File: src/rtl/axi_reg_cmd_sequencer.sv
// rtl/axi_reg_cmd_sequencer.sv - register command stream to single-beat AXI4 write/read sequencer
// One command in flight at a time; each command yields exactly one response, timeouts included.

module axi_reg_cmd_sequencer #(
    parameter int ADDR_WIDTH     = 40,
    parameter int DATA_WIDTH     = 32,
    parameter int ID_WIDTH       = 6,
    parameter int TIMEOUT_CYCLES = 1024
) (
    input  logic                    clk,
    input  logic                    rstn,

    input  logic                    cmd_valid,
    output logic                    cmd_ready,
    input  logic                    cmd_write,
    input  logic [ADDR_WIDTH-1:0]   cmd_addr,
    input  logic [DATA_WIDTH-1:0]   cmd_wdata,

    output logic                    rsp_valid,
    input  logic                    rsp_ready,
    output logic [DATA_WIDTH-1:0]   rsp_rdata,
    output logic [1:0]              rsp_resp,
    output logic                    rsp_timeout,

    output logic                    busy,
    output logic [31:0]             done_count,

    output logic [ID_WIDTH-1:0]     m_axi_awid,
    output logic [ADDR_WIDTH-1:0]   m_axi_awaddr,
    output logic [7:0]              m_axi_awlen,
    output logic [2:0]              m_axi_awsize,
    output logic [1:0]              m_axi_awburst,
    output logic                    m_axi_awvalid,
    input  logic                    m_axi_awready,

    output logic [DATA_WIDTH-1:0]   m_axi_wdata,
    output logic [DATA_WIDTH/8-1:0] m_axi_wstrb,
    output logic                    m_axi_wlast,
    output logic                    m_axi_wvalid,
    input  logic                    m_axi_wready,

    input  logic [1:0]              m_axi_bresp,
    input  logic                    m_axi_bvalid,
    output logic                    m_axi_bready,

    output logic [ID_WIDTH-1:0]     m_axi_arid,
    output logic [ADDR_WIDTH-1:0]   m_axi_araddr,
    output logic [7:0]              m_axi_arlen,
    output logic [2:0]              m_axi_arsize,
    output logic [1:0]              m_axi_arburst,
    output logic                    m_axi_arvalid,
    input  logic                    m_axi_arready,

    input  logic [DATA_WIDTH-1:0]   m_axi_rdata,
    input  logic [1:0]              m_axi_rresp,
    input  logic                    m_axi_rlast,
    input  logic                    m_axi_rvalid,
    output logic                    m_axi_rready
);

    localparam int              STRB_WIDTH = DATA_WIDTH / 8;
    localparam logic [2:0]      AXSIZE     = 3'($clog2(STRB_WIDTH));
    localparam int              TW         = (TIMEOUT_CYCLES > 1) ? $clog2(TIMEOUT_CYCLES) : 1;
    localparam bit              TMO_EN     = (TIMEOUT_CYCLES > 0);
    localparam logic [TW-1:0]   TMO_LAST   = TMO_EN ? TW'(TIMEOUT_CYCLES - 1) : '0;

    typedef enum logic [2:0] {
        S_IDLE = 3'd0,
        S_WR   = 3'd1,
        S_WB   = 3'd2,
        S_AR   = 3'd3,
        S_RD   = 3'd4,
        S_RSP  = 3'd5
    } state_t;

    state_t                  state_q, state_d;
    logic [TW-1:0]           tmo_cnt_q, tmo_cnt_d;
    logic                    cmd_ready_q, cmd_ready_d;
    logic                    awvalid_q, awvalid_d;
    logic                    wvalid_q, wvalid_d;
    logic                    wlast_q, wlast_d;
    logic [ADDR_WIDTH-1:0]   awaddr_q, awaddr_d;
    logic [DATA_WIDTH-1:0]   wdata_q, wdata_d;
    logic                    bready_q, bready_d;
    logic                    arvalid_q, arvalid_d;
    logic [ADDR_WIDTH-1:0]   araddr_q, araddr_d;
    logic                    rready_q, rready_d;
    logic                    rsp_valid_q, rsp_valid_d;
    logic [DATA_WIDTH-1:0]   rsp_rdata_q, rsp_rdata_d;
    logic [1:0]              rsp_resp_q, rsp_resp_d;
    logic                    rsp_timeout_q, rsp_timeout_d;
    logic                    busy_q, busy_d;
    logic [31:0]             done_count_q, done_count_d;
    logic [ID_WIDTH-1:0]     id_q, id_d;
    logic [2:0]              size_q, size_d;
    logic [1:0]              burst_q, burst_d;
    logic [STRB_WIDTH-1:0]   wstrb_q, wstrb_d;

    logic tmo_hit;
    logic aw_done;
    logic w_done;
    logic abort;
    logic unused_rlast;

    assign unused_rlast = m_axi_rlast;

    always_comb begin
        state_d       = state_q;
        tmo_cnt_d     = tmo_cnt_q;
        cmd_ready_d   = cmd_ready_q;
        awvalid_d     = awvalid_q;
        wvalid_d      = wvalid_q;
        awaddr_d      = awaddr_q;
        wdata_d       = wdata_q;
        bready_d      = bready_q;
        arvalid_d     = arvalid_q;
        araddr_d      = araddr_q;
        rready_d      = rready_q;
        rsp_valid_d   = rsp_valid_q;
        rsp_rdata_d   = rsp_rdata_q;
        rsp_resp_d    = rsp_resp_q;
        rsp_timeout_d = rsp_timeout_q;
        done_count_d  = done_count_q;
        aw_done       = 1'b0;
        w_done        = 1'b0;
        abort         = 1'b0;

        tmo_hit = TMO_EN && (tmo_cnt_q == TMO_LAST);
        if (TMO_EN && (state_q inside {S_WR, S_WB, S_AR, S_RD})) begin
            tmo_cnt_d = tmo_cnt_q + TW'(1);
        end

        case (state_q)
            S_IDLE: begin
                cmd_ready_d = 1'b1;
                if (cmd_valid && cmd_ready_q) begin
                    cmd_ready_d = 1'b0;
                    tmo_cnt_d   = '0;
                    if (cmd_write) begin
                        state_d   = S_WR;
                        awvalid_d = 1'b1;
                        wvalid_d  = 1'b1;
                        awaddr_d  = cmd_addr;
                        wdata_d   = cmd_wdata;
                    end else begin
                        state_d   = S_AR;
                        arvalid_d = 1'b1;
                        araddr_d  = cmd_addr;
                    end
                end
            end
            S_WR: begin
                // AW and W complete independently; a channel already done counts as done.
                aw_done = !awvalid_q || m_axi_awready;
                w_done  = !wvalid_q  || m_axi_wready;
                if (awvalid_q && m_axi_awready) awvalid_d = 1'b0;
                if (wvalid_q  && m_axi_wready)  wvalid_d  = 1'b0;
                if (aw_done && w_done) begin
                    state_d  = S_WB;
                    bready_d = 1'b1;
                end else if (tmo_hit) begin
                    abort = 1'b1;
                end
            end
            S_WB: begin
                if (m_axi_bvalid) begin
                    bready_d      = 1'b0;
                    state_d       = S_RSP;
                    rsp_valid_d   = 1'b1;
                    rsp_rdata_d   = '0;
                    rsp_resp_d    = m_axi_bresp;
                    rsp_timeout_d = 1'b0;
                end else if (tmo_hit) begin
                    abort = 1'b1;
                end
            end
            S_AR: begin
                if (m_axi_arready) begin
                    arvalid_d = 1'b0;
                    rready_d  = 1'b1;
                    state_d   = S_RD;
                end else if (tmo_hit) begin
                    abort = 1'b1;
                end
            end
            S_RD: begin
                if (m_axi_rvalid) begin
                    rready_d      = 1'b0;
                    state_d       = S_RSP;
                    rsp_valid_d   = 1'b1;
                    rsp_rdata_d   = m_axi_rdata;
                    rsp_resp_d    = m_axi_rresp;
                    rsp_timeout_d = 1'b0;
                end else if (tmo_hit) begin
                    abort = 1'b1;
                end
            end
            S_RSP: begin
                if (rsp_ready) begin
                    rsp_valid_d  = 1'b0;
                    done_count_d = done_count_q + 32'd1;
                    state_d      = S_IDLE;
                    cmd_ready_d  = 1'b1;
                end
            end
            default: begin
                state_d = S_IDLE;
            end
        endcase

        // A timed-out command abandons the slave and reports SLVERR with no data.
        if (abort) begin
            awvalid_d     = 1'b0;
            wvalid_d      = 1'b0;
            bready_d      = 1'b0;
            arvalid_d     = 1'b0;
            rready_d      = 1'b0;
            state_d       = S_RSP;
            rsp_valid_d   = 1'b1;
            rsp_rdata_d   = '0;
            rsp_resp_d    = 2'b10;
            rsp_timeout_d = 1'b1;
        end

        busy_d  = (state_d != S_IDLE);
        wlast_d = wvalid_d;
        id_d    = ID_WIDTH'(1);
        size_d  = AXSIZE;
        burst_d = 2'b01;
        wstrb_d = '1;
    end

    always_ff @(posedge clk or negedge rstn) begin
        if (!rstn) begin
            state_q       <= S_IDLE;
            tmo_cnt_q     <= '0;
            cmd_ready_q   <= 1'b0;
            awvalid_q     <= 1'b0;
            wvalid_q      <= 1'b0;
            wlast_q       <= 1'b0;
            awaddr_q      <= '0;
            wdata_q       <= '0;
            bready_q      <= 1'b0;
            arvalid_q     <= 1'b0;
            araddr_q      <= '0;
            rready_q      <= 1'b0;
            rsp_valid_q   <= 1'b0;
            rsp_rdata_q   <= '0;
            rsp_resp_q    <= 2'b00;
            rsp_timeout_q <= 1'b0;
            busy_q        <= 1'b0;
            done_count_q  <= '0;
            id_q          <= '0;
            size_q        <= '0;
            burst_q       <= '0;
            wstrb_q       <= '0;
        end else begin
            state_q       <= state_d;
            tmo_cnt_q     <= tmo_cnt_d;
            cmd_ready_q   <= cmd_ready_d;
            awvalid_q     <= awvalid_d;
            wvalid_q      <= wvalid_d;
            wlast_q       <= wlast_d;
            awaddr_q      <= awaddr_d;
            wdata_q       <= wdata_d;
            bready_q      <= bready_d;
            arvalid_q     <= arvalid_d;
            araddr_q      <= araddr_d;
            rready_q      <= rready_d;
            rsp_valid_q   <= rsp_valid_d;
            rsp_rdata_q   <= rsp_rdata_d;
            rsp_resp_q    <= rsp_resp_d;
            rsp_timeout_q <= rsp_timeout_d;
            busy_q        <= busy_d;
            done_count_q  <= done_count_d;
            id_q          <= id_d;
            size_q        <= size_d;
            burst_q       <= burst_d;
            wstrb_q       <= wstrb_d;
        end
    end

    assign cmd_ready     = cmd_ready_q;
    assign rsp_valid     = rsp_valid_q;
    assign rsp_rdata     = rsp_rdata_q;
    assign rsp_resp      = rsp_resp_q;
    assign rsp_timeout   = rsp_timeout_q;
    assign busy          = busy_q;
    assign done_count    = done_count_q;

    assign m_axi_awid    = id_q;
    assign m_axi_awaddr  = awaddr_q;
    assign m_axi_awlen   = 8'd0;
    assign m_axi_awsize  = size_q;
    assign m_axi_awburst = burst_q;
    assign m_axi_awvalid = awvalid_q;
    assign m_axi_wdata   = wdata_q;
    assign m_axi_wstrb   = wstrb_q;
    assign m_axi_wlast   = wlast_q;
    assign m_axi_wvalid  = wvalid_q;
    assign m_axi_bready  = bready_q;
    assign m_axi_arid    = id_q;
    assign m_axi_araddr  = araddr_q;
    assign m_axi_arlen   = 8'd0;
    assign m_axi_arsize  = size_q;
    assign m_axi_arburst = burst_q;
    assign m_axi_arvalid = arvalid_q;
    assign m_axi_rready  = rready_q;

endmodule
File: config.mk
export PLATFORM = sky130hd
export DESIGN_NAME = axi_reg_cmd_sequencer
export DESIGN_NICKNAME = d
export VERILOG_FILES = /design/src/rtl/axi_reg_cmd_sequencer.sv
export SDC_FILE = /design/constraint.sdc
export NUM_CORES = 1
export LEC_CHECK = 0
export CAP_MARGIN = 0
export CORE_MARGIN = 2
export CORE_UTILIZATION = 41
export DETAILED_ROUTE_END_ITERATION = 12
export MAX_ROUTING_LAYER = met4
export PLACE_DENSITY = 0.84
export SYNTH_ARGS = -nofsm -noshare
export SYNTH_HDL_FRONTEND = slang
export SYNTH_SLANG_ARGS = --single-unit
File: constraint.sdc
create_clock -name clk -period 4.4 [get_ports clk]
set_input_delay 0.44 -clock clk [delete_from_list [all_inputs] [get_ports clk]]
set_output_delay 0.44 -clock clk [all_outputs]
set_load 0.05 [all_outputs]
== Yosys cells after proc, flatten, opt, wreduce, memory -nomap -nowiden ==
Cells that the tools add are included.
Operators by class
  reduce and logical (&&, ||, !) cells: 29
  shift-type cells: 0
  $mul: 0
  $add $sub $neg: 2
  $lt $le $gt $ge: 0
  divide/modulo/power cells: 0
  muxes and demuxes: 57
  eq/ne operators: 17
  bitwise operators: 1
Operator list (count)
  $mux 32: 3
  $pmux 32 s2: 1
  $add 32x1->32 const B: 1
  $mux 10: 3
  $mux 1: 28
  $mux 3: 7
  $ne 3x3->1 const B: 7
  $pmux 3 s6: 1
  $reduce_bool 3->1: 6
  $reduce_and 4->1: 4
  $reduce_and 3->1: 5
  $pmux 1 s2: 7
  $add 10x1->10 const B: 1
  $eq 10x10->1 const B: 1
  $ne 3x2->1 const B: 3
  $mux 2: 4
  $reduce_bool 4->1: 2
  $eq 3x2->1 const B: 2
  $eq 3x3->1 const B: 2
  $logic_and 1x1->1: 4
  $pmux 1 s4: 1
  $pmux 2 s2: 1
  $reduce_and 2->1: 2
  $eq 3x1->1 const B: 1
  other kinds (7): 9
Storage, ports and cells
  memories kept: 0
  register bits after elaboration: 202
  bits in read-only memories: 0
  bits in latches: 0
  output and inout bits: 230
  memory bits (writable): 0
  bits of input ports: 119

== Logic depth before layout (Yosys ltp) ==
Gate-level depths: netlist (run 1).
  depth after elaboration: 7
  mapped depth: 7
  mapped depth without buffers: 6

== Least setup slack after synthesis (run 1) ==
OpenSTA, ideal clock, no wires.
  kind: register to register
  start: register done_count_q[10], in the netlist done_count[10]
  end: register done_count_q[30], in the netlist done_count[30]
  path buffers: 1
  library setup time: 0.141 ns
  path slack: 2.319 ns
  cell stages (with the launch flop): 7
  arrival time: 1.940 ns
  cell sequence: dfrtp_1 and4_1 clkbuf_1 nand4_1 nor4_1 nand4_1 xnor2_1
On the way
  word-level cells in the longest chain between the ends: 1
RTL lines
  start: declaration: line 93  | logic [31:0] done_count_q, done_count_d;
  start signal: assignment: line 275  | done_count_q <= done_count_d;
  $add 32x1->32: line 201  | done_count_d = done_count_q + 32'd1;
Every way passes these cells.
A chain may end at the register's enable or synchronous reset.

== Worst setup path in the final report (run 1) ==
  start: register state_q[0]
  end: register rsp_rdata_q[17], in the netlist rsp_rdata[17]
On the way
  word-level cells in the longest chain between the ends: 4
  elaborated cells between the ends (all ways): 11
  classes of those cells: eq/ne: 6; mux: 3; reduce/logical: 2
RTL lines
  start: declaration: line 76  | state_t state_q, state_d;
  start signal: assignment: line 258  | state_q <= state_d;
  $eq 3x3->1 (tied with other cells): line 133  | case (state_q)
  $pmux 1 s4: line 133
  $ne 3x3->1 (no line) or $reduce_bool 3->1 (tied branches)
  $reduce_and 3->1 (no line)
  end signal: assignment: line 271  | rsp_rdata_q <= rsp_rdata_d;
  end: declaration: line 89  | logic [DATA_WIDTH-1:0] rsp_rdata_q, rsp_rdata_d;
Several ways; a longest one is shown, not always the timed one.

==> results of run 1 <==
-- layer usage --
layer / vias to the layer above / wire, um / GRT usage, %
li1: 2784 / - / -
met4: 0 / 677 / 6.73
met1: 2956 / 8810 / 25.3
met2: 278 / 9970 / 31.2
met5: - / 0 / -
met3: 44 / 2240 / 7.31
-- power breakdown --
part / total, mW / switching [mW] / leakage [nW] / internal (mW)
logic: 5.49 / 3.54 / 2.38 / 1.95
clock network: 2.01 / 0.768 / 0.402 / 1.24
registers: 3.04 / 0.469 / 2.53 / 2.57
total: 10.5 / 4.78 / 5.30 / 5.77
-- synthesized netlist by cell type (2+ instances only) --
cell	count	area, um2
a211oi_1	3	22.5
a21oi_1	12	60.1
a221o_1	2	20.0
a22o_1	32	280
a311oi_1	2	17.5
a31oi_1	2	12.5
and2_1	2	12.5
and3_1	6	37.5
and4_1	4	35.0
buf_2	5	25.0
buf_4	50	375
buf_6	4	45.0
clkbuf_1	9	33.8
conb_1	2	7.51
dfrtp_1	201	5030
ha_1	2	25.0
inv_1	4	15.0
mux2_2	112	1260
mux2i_1	2	20.0
nand2_1	30	113
nand2b_1	6	37.5
nand3_1	12	60.1
nand4_1	13	81.3
nor2_1	32	120
nor2b_1	4	25.0
nor3_1	5	25.0
nor4_1	2	12.5
o21a_1	2	15.0
o21ai_0	6	30.0
o21bai_1	3	22.5
o22a_1	2	17.5
or2_2	2	12.5
or3_1	4	25.0
xnor2_1	24	210
xor2_1	14	123
-- critical path, stage by stage (launching register included) --
cell      delay [ns]
dfrtp_1         0.62
or3_1           0.64
nand3_1         0.29
o21bai_1        0.27
a21oi_4         0.81
a22o_1          0.24
-- flip-flops by register name (all words and copies together) (netlist names), 2 cells and up --
| register | cells |
|---|---|
| rsp_resp | 2 |
| m_axi_awaddr | 40 |
| done_count | 32 |
| tmo_cnt_q | 10 |
| state_q | 3 |
| rsp_rdata | 32 |
| m_axi_araddr | 40 |
| m_axi_wdata | 32 |
-- kinds of logic after synthesis --
kind of cell | synth area share [%]
AO/OA/AOI/OAI | 7.02
XOR/XNOR | 3.95
adder cells (fa/ha/maj) | 0.297
buffers and inverters | 5.91
flip-flops | 59.7
multiplexers | 15.2
other | 0.0891
AND/OR/NAND/NOR | 7.88
-- how the worst min path moves through the flow --
stage | from | to | slack [ns] | cells past startpoint
after global placement | done_count[31]$_DFFE_PN0P_ | done_count[31]$_DFFE_PN0P_ | 0.46 | 1
after global routing | rstn | rsp_rdata[11]$_DFFE_PN0P_ | 0.11 | 1
after detailed placement | done_count[31]$_DFFE_PN0P_ | done_count[31]$_DFFE_PN0P_ | 0.46 | 1
after CTS | rstn | rsp_rdata[19]$_DFFE_PN0P_ | 0.06 | 1
final | rstn | rsp_rdata[14]$_DFFE_PN0P_ | 0.009 | 1
after floorplan | rstn | busy$_DFF_PN0_ | 0.14 | 0
-- per-stage QoR --
step / cell area (um2) / hold WS (ns)
global route: 12400 / 0.105
global placement: 11600 / 0.458
detailed placement: 11600 / 0.461
finish: 12400 / 0.00907
floorplan: 8550 / 0.144
CTS: 12400 / 0.0562
-- final cells by class --
cell class / count / area (um2)
sequential: 201 / 5030
fill: 1524 / 7790
inverter: 5 / 18.8
antenna: 2 / 5.00
timing repair buffer: 319 / 3210
tap: 270 / 338
multi-input combinational: 390 / 3030
clock inverter: 11 / 146
clock buffer: 31 / 666
==> impl_metrics.json, run 1 <==
{
  "status": "finished clean",
  "drive_gt1_share_pct": 17.6,
  "r2r-end": "rsp_rdata[17]$_DFFE_PN0P_",
  "grt_remaining_overflow": 0,
  "antenna_found_initial": 1,
  "r2r_setup_slack_ns": 1.41,
  "grt_max_degree": 109,
  "post-place-ws_ns": 1.47,
  "avgSynthCellArea_um2": 13.3,
  "yosysSeqAreaShare_pct": 59.7,
  "critical_path_class": "flop to flop",
  "relSlewSlack_pct": 36.6,
  "cts_resized": 0,
  "die_h_um": 147,
  "gp_congestion": 0.830,
  "syn_inst": 633,
  "ant_nets": 0,
  "dr.pass1.iters": 5,
  "hold_viol": 0,
  "cts_root_buffer": "clkbuf_16",
  "r2r_cells": 5,
  "cts_buffers": 23,
  "hp-class": "input pin to asynchronous set/reset pin",
  "reg2reg_from": "state_q[0]$_DFF_PN0_",
  "dieArea_um2": 21700,
  "worstSetupStartpoint": "state_q[0]$_DFF_PN0_",
  "setup_viol": 0,
  "synth_flop_cell": "dfrtp_1",
  "finClkSkew_ns": 0.0182,
  "crit_end": "rsp_rdata[17]$_DFFE_PN0P_",
  "worst_slack_ns": 1.41,
  "p_per_area_nw_per_um2": 847,
  "core_region_area_um2": 20200,
  "drc": 0,
  "clk_latency_ns": 0.51,
  "async_flop_share_pct": 100,
  "vias_per_cell": 4.93,
  "avgRoutedWirePerCell_um": 17.7,
  "drv_cap": 0,
  "io_pins": 349,
  "fin_crit_sh_pct": 67.9,
  "cp_max_fo": 32,
  "fp.dieW_um": 147,
  "drtIter0Drc": 219,
  "cp.required_ns": 4.83,
  "cts_tree": "built",
  "grtUsageTotal_pct": 20.4,
  "leakage_nw": 5.30,
  "dp.cells": 1185,
  "period_needed_ns": 2.99,
  "h-tree-depth": 1,
  "mostFrequentLayoutCell": "clkdlybuf4s50_1",
  "finalPower_mw": 10.5,
  "rsz0062_at_grt": "no",
  "setup_tns_ns": 0,
  "cp_data_arrival_time_ns": 3.42,
  "fp-row-count": 52,
  "ir_drop_v": 0.000627,
  "cts.sinks": 201,
  "route.vias.total": 6062,
  "synth.cell_area_um2": 8430,
  "yosys_warnings": 0,
  "hold_buffers": 0,
  "crit_path_end_kind": "flop",
  "worstMarginPinSlew_ns": 0.948,
  "start_kind": "flop",
  "synth_edf_count": 0,
  "fin_cells": 1229,
  "drt_wl_total_um": 21700,
  "grt_first_pass_wirelength_um": 34200,
  "cts.clk_slew.worst_paths_ns": 0.06,
  "yosys_register_bits": 201,
  "drv_slew": 0,
  "io_buffers": 315,
  "synthDistinctLibCells": 51,
  "fin_util_pct": 61.5,
  "fmax_ghz": 0.335,
  "syn_to_final_growth_pct": 47.6,
  "most-common-layout-cells": "clkdlybuf4s50_1 (314), dfrtp_1 (201), mux2_2 (112)",
  "grt_pass1_vias": 6299,
  "post_cts_buffers": 0,
  "post-dp-hpwl_um": 15300,
  "finalNetCount": 1061,
  "initial_core_util_pct": 41.7,
  "cts_buffer_depth": 3
}
(Power assumes the default switching activity.)
==> inputs of run 2 (changes only) <==
==> constraint.sdc (replaced) <==
create_clock -name clk -period 2.8 [get_ports clk]
set_input_delay 0.28 -clock clk [delete_from_list [all_inputs] [get_ports clk]]
set_output_delay 0.28 -clock clk [all_outputs]
set_load 0.05 [all_outputs]
==> impl_metrics.json, run 2 (synthesis gave the netlist of run 1 again) <==
{
  "grtUsageTotal_pct": 20.7,
  "dr.pass1.iters": 4,
  "drive_gt1_share_pct": 18.6,
  "hold_viol": 0,
  "ant_nets": 0,
  "core_region_area_um2": 20200,
  "drc": 0,
  "drt_wl_total_um": 21900,
  "finClkSkew_ns": 0.0236,
  "drv_cap": 0,
  "placed_cell_area_um2": 11800,
  "antenna_found_initial": 1,
  "fin_area_um2": 12500,
  "fmax_ghz": 0.392,
  "worstMarginPinSlew_ns": 0.889,
  "setup_viol": 0,
  "drv_slew": 0,
  "route.vias.total": 6147,
  "grt_pass1_vias": 6577,
  "ir_drop_v": 0.00116,
  "status": "finished clean",
  "cts_root_buffer": "clkbuf_16",
  "h-tree-depth": 1,
  "crit_path_end_kind": "flop",
  "syn_to_final_growth_pct": 48.6,
  "start_kind": "flop",
  "p_per_area_nw_per_um2": 1310,
  "setup_tns_ns": 0,
  "cp_max_fo": 32,
  "cp_data_arrival_time_ns": 2.98,
  "cp.required_ns": 3.23,
  "drtIter0Drc": 260,
  "gp_congestion": 0.810,
  "avgRoutedWirePerCell_um": 17.5,
  "fp.dieW_um": 147,
  "grt_first_pass_wirelength_um": 35000,
  "clk_latency_ns": 0.52,
  "met2_usage_pct": 33.5,
  "rsz0062_at_grt": "no",
  "dieArea_um2": 21700,
  "use_met3_pct": 8.02,
  "relSlewSlack_pct": 40.6,
  "met1_usage_pct": 24.7,
  "finalNetCount": 1080,
  "period_needed_ns": 2.55,
  "io_pins": 349,
  "io_buffers": 315,
  "reg2reg_from": "state_q[1]$_DFF_PN0_",
  "cts.sinks": 201,
  "leakage_nw": 5.37,
  "cts_tree": "built",
  "grt_max_degree": 79,
  "r2r-end": "rsp_rdata[24]$_DFFE_PN0P_",
  "initial_core_util_pct": 41.7,
  "post-dp-hpwl_um": 16000,
  "crit_buf_inv": 0,
  "top_usage_layer": "met2",
  "slowest_stage": "a21oi_4",
  "cts_buffers": 23,
  "grt_remaining_overflow": 0,
  "crit_path_max_incr_delay_ns": 0.73,
  "die_h_um": 147,
  "most-common-layout-cells": "clkdlybuf4s50_1 (314), dfrtp_1 (201), mux2_2 (112)",
  "cpLargestDelayFamily": "compound AO/OA/AOI/OAI gates",
  "mostFrequentLayoutCell": "clkdlybuf4s50_1",
  "hp-class": "input pin to asynchronous set/reset pin",
  "fp-row-count": 52,
  "critical_path_class": "flop to flop",
  "vias_per_cell": 4.93,
  "cts_buffer_depth": 3,
  "fin_crit_sh_pct": 91.2,
  "r2r_cells": 5,
  "crit_chain": "nand2b_1, o32a_1, o21bai_1, a21oi_4, a22o_1",
  "r2r_setup_slack_ns": 0.25,
  "cts.clk_slew.worst_paths_ns": 0.06
}
==> run 2: cell count changes in the layout (fill, tap and decap cells not counted), moves of 2 or more <==
cell	delta
clkbuf_1	+4
inv_6	-2
clkbuf_8	-2
bufinv_16	-2
buf_4	+17
==> run 2: layout make-up <==
class	count	area (um2)
fill	1548	7710
timing repair buffer	338	3370
inverter	5	18.8
clock buffer	33	653
tap	270	338
sequential	201	5030
clock inverter	8	83.8
multi-input combinational	390	3030
antenna	1	2.50
==> run 2: where the power goes <==
group / switching, mW / internal, mW
Clock: 1.19 / 1.72
Sequential: 0.700 / 4.05
Combinational: 5.60 / 3.13
Total: 7.49 / 8.90
==> run 2: worst max path at each step <==
stage,startpoint,to,cells past startpoint
2_1_floorplan,done_count[10]$_DFFE_PN0P_,done_count[30]$_DFFE_PN0P_,6
3_3_place_gp,m_axi_rvalid,rsp_rdata[8]$_DFFE_PN0P_,6
3_5_place_dp,m_axi_rvalid,rsp_rdata[10]$_DFFE_PN0P_,6
4_1_cts,state_q[1]$_DFF_PN0_,rsp_rdata[10]$_DFFE_PN0P_,5
5_1_grt,state_q[1]$_DFF_PN0_,rsp_rdata[4]$_DFFE_PN0P_,5
6_report,state_q[1]$_DFF_PN0_,rsp_rdata[24]$_DFFE_PN0P_,5
==> run 2: metrics by stage <==
stage	std cells	power [mW]	setup slack [ns]	hold slack [ns]	util [%]
final	1246	16.4	0.246	0.361	61.9
after global routing	1246	17.1	0.0453	0.357	61.9
after CTS	1245	16.6	0.220	0.348	61.9
after detailed placement	1203	13.5	0.180	0.359	58.2
after global placement	1203	13.4	0.285	0.349	58.2
after floorplan	664	10.5	0.719	-0.0156	-
==> run 2: repair_timing <==
action	in CTS	in global routing
gates resized for setup	0	0
hold buffers	1	0
setup buffers	0	0
hold endpoints to repair	72	0
==> run 2: layer usage <==
metal | wire length (um) | part of all wire [%]
met1 | 8620 | 39
met2 | 10500 | 48
met3 | 2380 | 11
met4 | 403 | 1.8
met5 | 0 | 0
==> inputs of run 3 (changes only) <==
--- a/config.mk
+++ b/config.mk
@@ -10,7 +10,7 @@
 export CORE_UTILIZATION = 41
 export DETAILED_ROUTE_END_ITERATION = 12
 export MAX_ROUTING_LAYER = met4
-export PLACE_DENSITY = 0.84
+export PLACE_DENSITY = 0.77
 export SYNTH_ARGS = -nofsm -noshare
 export SYNTH_HDL_FRONTEND = slang
 export SYNTH_SLANG_ARGS = --single-unit
==> impl_metrics.json, run 3 (synthesis gave the netlist of run 1 again) <==
{
  "r2r_setup_slack_ns": 0.31,
  "drc": 0,
  "fin_area_um2": 12600,
  "cp_data_arrival_time_ns": 2.92,
  "hold_viol": 0,
  "grt_max_degree": 72,
  "ant_nets": 0,
  "grt_pass1_vias": 6490,
  "r2r_cells": 6,
  "cts_resized": 0,
  "switching_share_pct": 45.1,
  "fin_util_pct": 62.2,
  "hp-class": "input pin to asynchronous set/reset pin",
  "leakage_nw": 5.39,
  "p_per_area_nw_per_um2": 1320,
  "fmax_ghz": 0.402,
  "post_cts_buffers": 0,
  "io_buffers": 315,
  "p_comb_share_pct": 52.9,
  "drv_slew": 0,
  "period_needed_ns": 2.49,
  "clk_latency_ns": 0.50,
  "fp.dieW_um": 147,
  "fin_cells": 1243,
  "cp.required_ns": 3.23,
  "dr.pass1.iters": 4,
  "critical_path_class": "flop to flop",
  "initial_core_util_pct": 41.7,
  "drv_cap": 0,
  "h-tree-depth": 1,
  "fin_crit_sh_pct": 88.9,
  "drtIter0Drc": 218,
  "seqCellArea_um2": 5030,
  "power.internal_mw": 9.13,
  "cp_max_fo": 32,
  "vias_per_cell": 4.96,
  "seqPwrFrac_pct": 28.4,
  "cts_buffer_depth": 3,
  "finClkSkew_ns": 0.00807,
  "grtUsageTotal_pct": 20.9,
  "setup_viol": 0,
  "post-dp-hpwl_um": 16200,
  "dieArea_um2": 21700,
  "fp-row-count": 52,
  "r2r-end": "rsp_rdata[12]$_DFFE_PN0P_",
  "die_h_um": 147,
  "worstMarginPinSlew_ns": 0.962,
  "rsz0062_at_grt": "no",
  "switchingPower_mw": 7.49,
  "gp_congestion": 0.840,
  "met1_usage_pct": 25.1,
  "top_usage_layer": "met2",
  "relSlewSlack_pct": 35.7,
  "hold_buffers": 1,
  "grt_remaining_overflow": 0,
  "mostFrequentLayoutCell": "clkdlybuf4s50_1",
  "placed_cell_area_um2": 11800,
  "cts_buffers": 22,
  "use_met3_pct": 7.22,
  "met2_usage_pct": 33.6,
  "core_region_area_um2": 20200,
  "route.vias.total": 6163,
  "antenna_found_initial": 1,
  "reg2reg_from": "state_q[2]$_DFF_PN0_",
  "cts_root_buffer": "clkbuf_16",
  "drt_wl_total_um": 22300,
  "start_kind": "flop",
  "drive_gt1_share_pct": 18.8,
  "avgRoutedWirePerCell_um": 18.0,
  "p_clk_share_pct": 18.7,
  "setup_tns_ns": 0,
  "grt_first_pass_wirelength_um": 35100,
  "cts_tree": "built",
  "dp.cells": 1201,
  "io_pins": 349,
  "n_fill_cell": 1563,
  "cts.sinks": 201,
  "most-common-layout-cells": "clkdlybuf4s50_1 (314), dfrtp_1 (201), mux2_2 (112)",
  "finalPower_mw": 16.6,
  "crit_path_end_kind": "flop",
  "cts.clk_slew.worst_paths_ns": 0.06,
  "syn_to_final_growth_pct": 49.2,
  "multi_input_area_um2": 3030,
  "ir_drop_v": 0.000999,
  "finalNetCount": 1077,
  "status": "finished clean"
}
[run 3: changes by cell type in the layout (fill, tap and decap cells not counted), moves of 2 or more]
cell / change
buf_4: -3
bufinv_16: +3
clkbuf_1: -5
clkinv_2: +2
[run 3: area by class of cell]
cell class / instances / share of cell area [%]
diodes: 1 / 0.0199
clock buffers: 27 / 4.93
clock inverters: 13 / 1.36
inverters: 5 / 0.149
multi-input cells: 390 / 24.1
flip-flops and latches: 201 / 40.0
well taps: 270 / 2.69
repair buffers: 336 / 26.8
[run 3: how the worst max path moves through the flow]
stage	start	endpoint	slack (ns)	depth (start not counted)
after floorplan	done_count[10]$_DFFE_PN0P_	done_count[30]$_DFFE_PN0P_	0.72	6
after global routing	state_q[2]$_DFF_PN0_	rsp_rdata[12]$_DFFE_PN0P_	0.18	6
final	state_q[2]$_DFF_PN0_	rsp_rdata[12]$_DFFE_PN0P_	0.31	6
after detailed placement	m_axi_rvalid	rsp_rdata[12]$_DFFE_PN0P_	0.16	6
after CTS	state_q[2]$_DFF_PN0_	rsp_rdata[12]$_DFFE_PN0P_	0.33	6
after global placement	m_axi_rvalid	rsp_rdata[13]$_DFFE_PN0P_	0.27	6
[run 3: per-stage QoR]
step | hold slack (ns) | setup WS [ns]
after floorplan | -0.0156 | 0.719
after global placement | 0.337 | 0.267
after detailed placement | 0.336 | 0.156
after CTS | 0.362 | 0.329
after global routing | 0.383 | 0.182
final | 0.362 | 0.310
[run 3: per-layer routing]
| layer | share of wire [%] | vias up |
|---|---|---|
| li1 | - | 2810 |
| met5 | 0 | - |
| met3 | 9.8 | 45 |
| met1 | 40 | 3036 |
| met2 | 47 | 272 |
| met4 | 2.6 | 0 |
[run 3: power by group through the flow]
stage               registers [mW]  logic, mW  clock network, mW
global placement              4.69       8.72                  0
CTS                           4.73       8.84               3.18
finish                        4.72       8.79               3.11
floorplan                     8.49       2.04                  0
detailed placement            4.75       8.80                  0
global route                  4.88       9.14               3.31
[run 3: worst max-delay path: stages (launching register included)]
cell	delay, ns
dfrtp_1	0.48
or3_1	0.52
nand3_1	0.19
buf_4	0.16
a311oi_4	0.05
a21oi_4	0.75
a22o_1	0.25
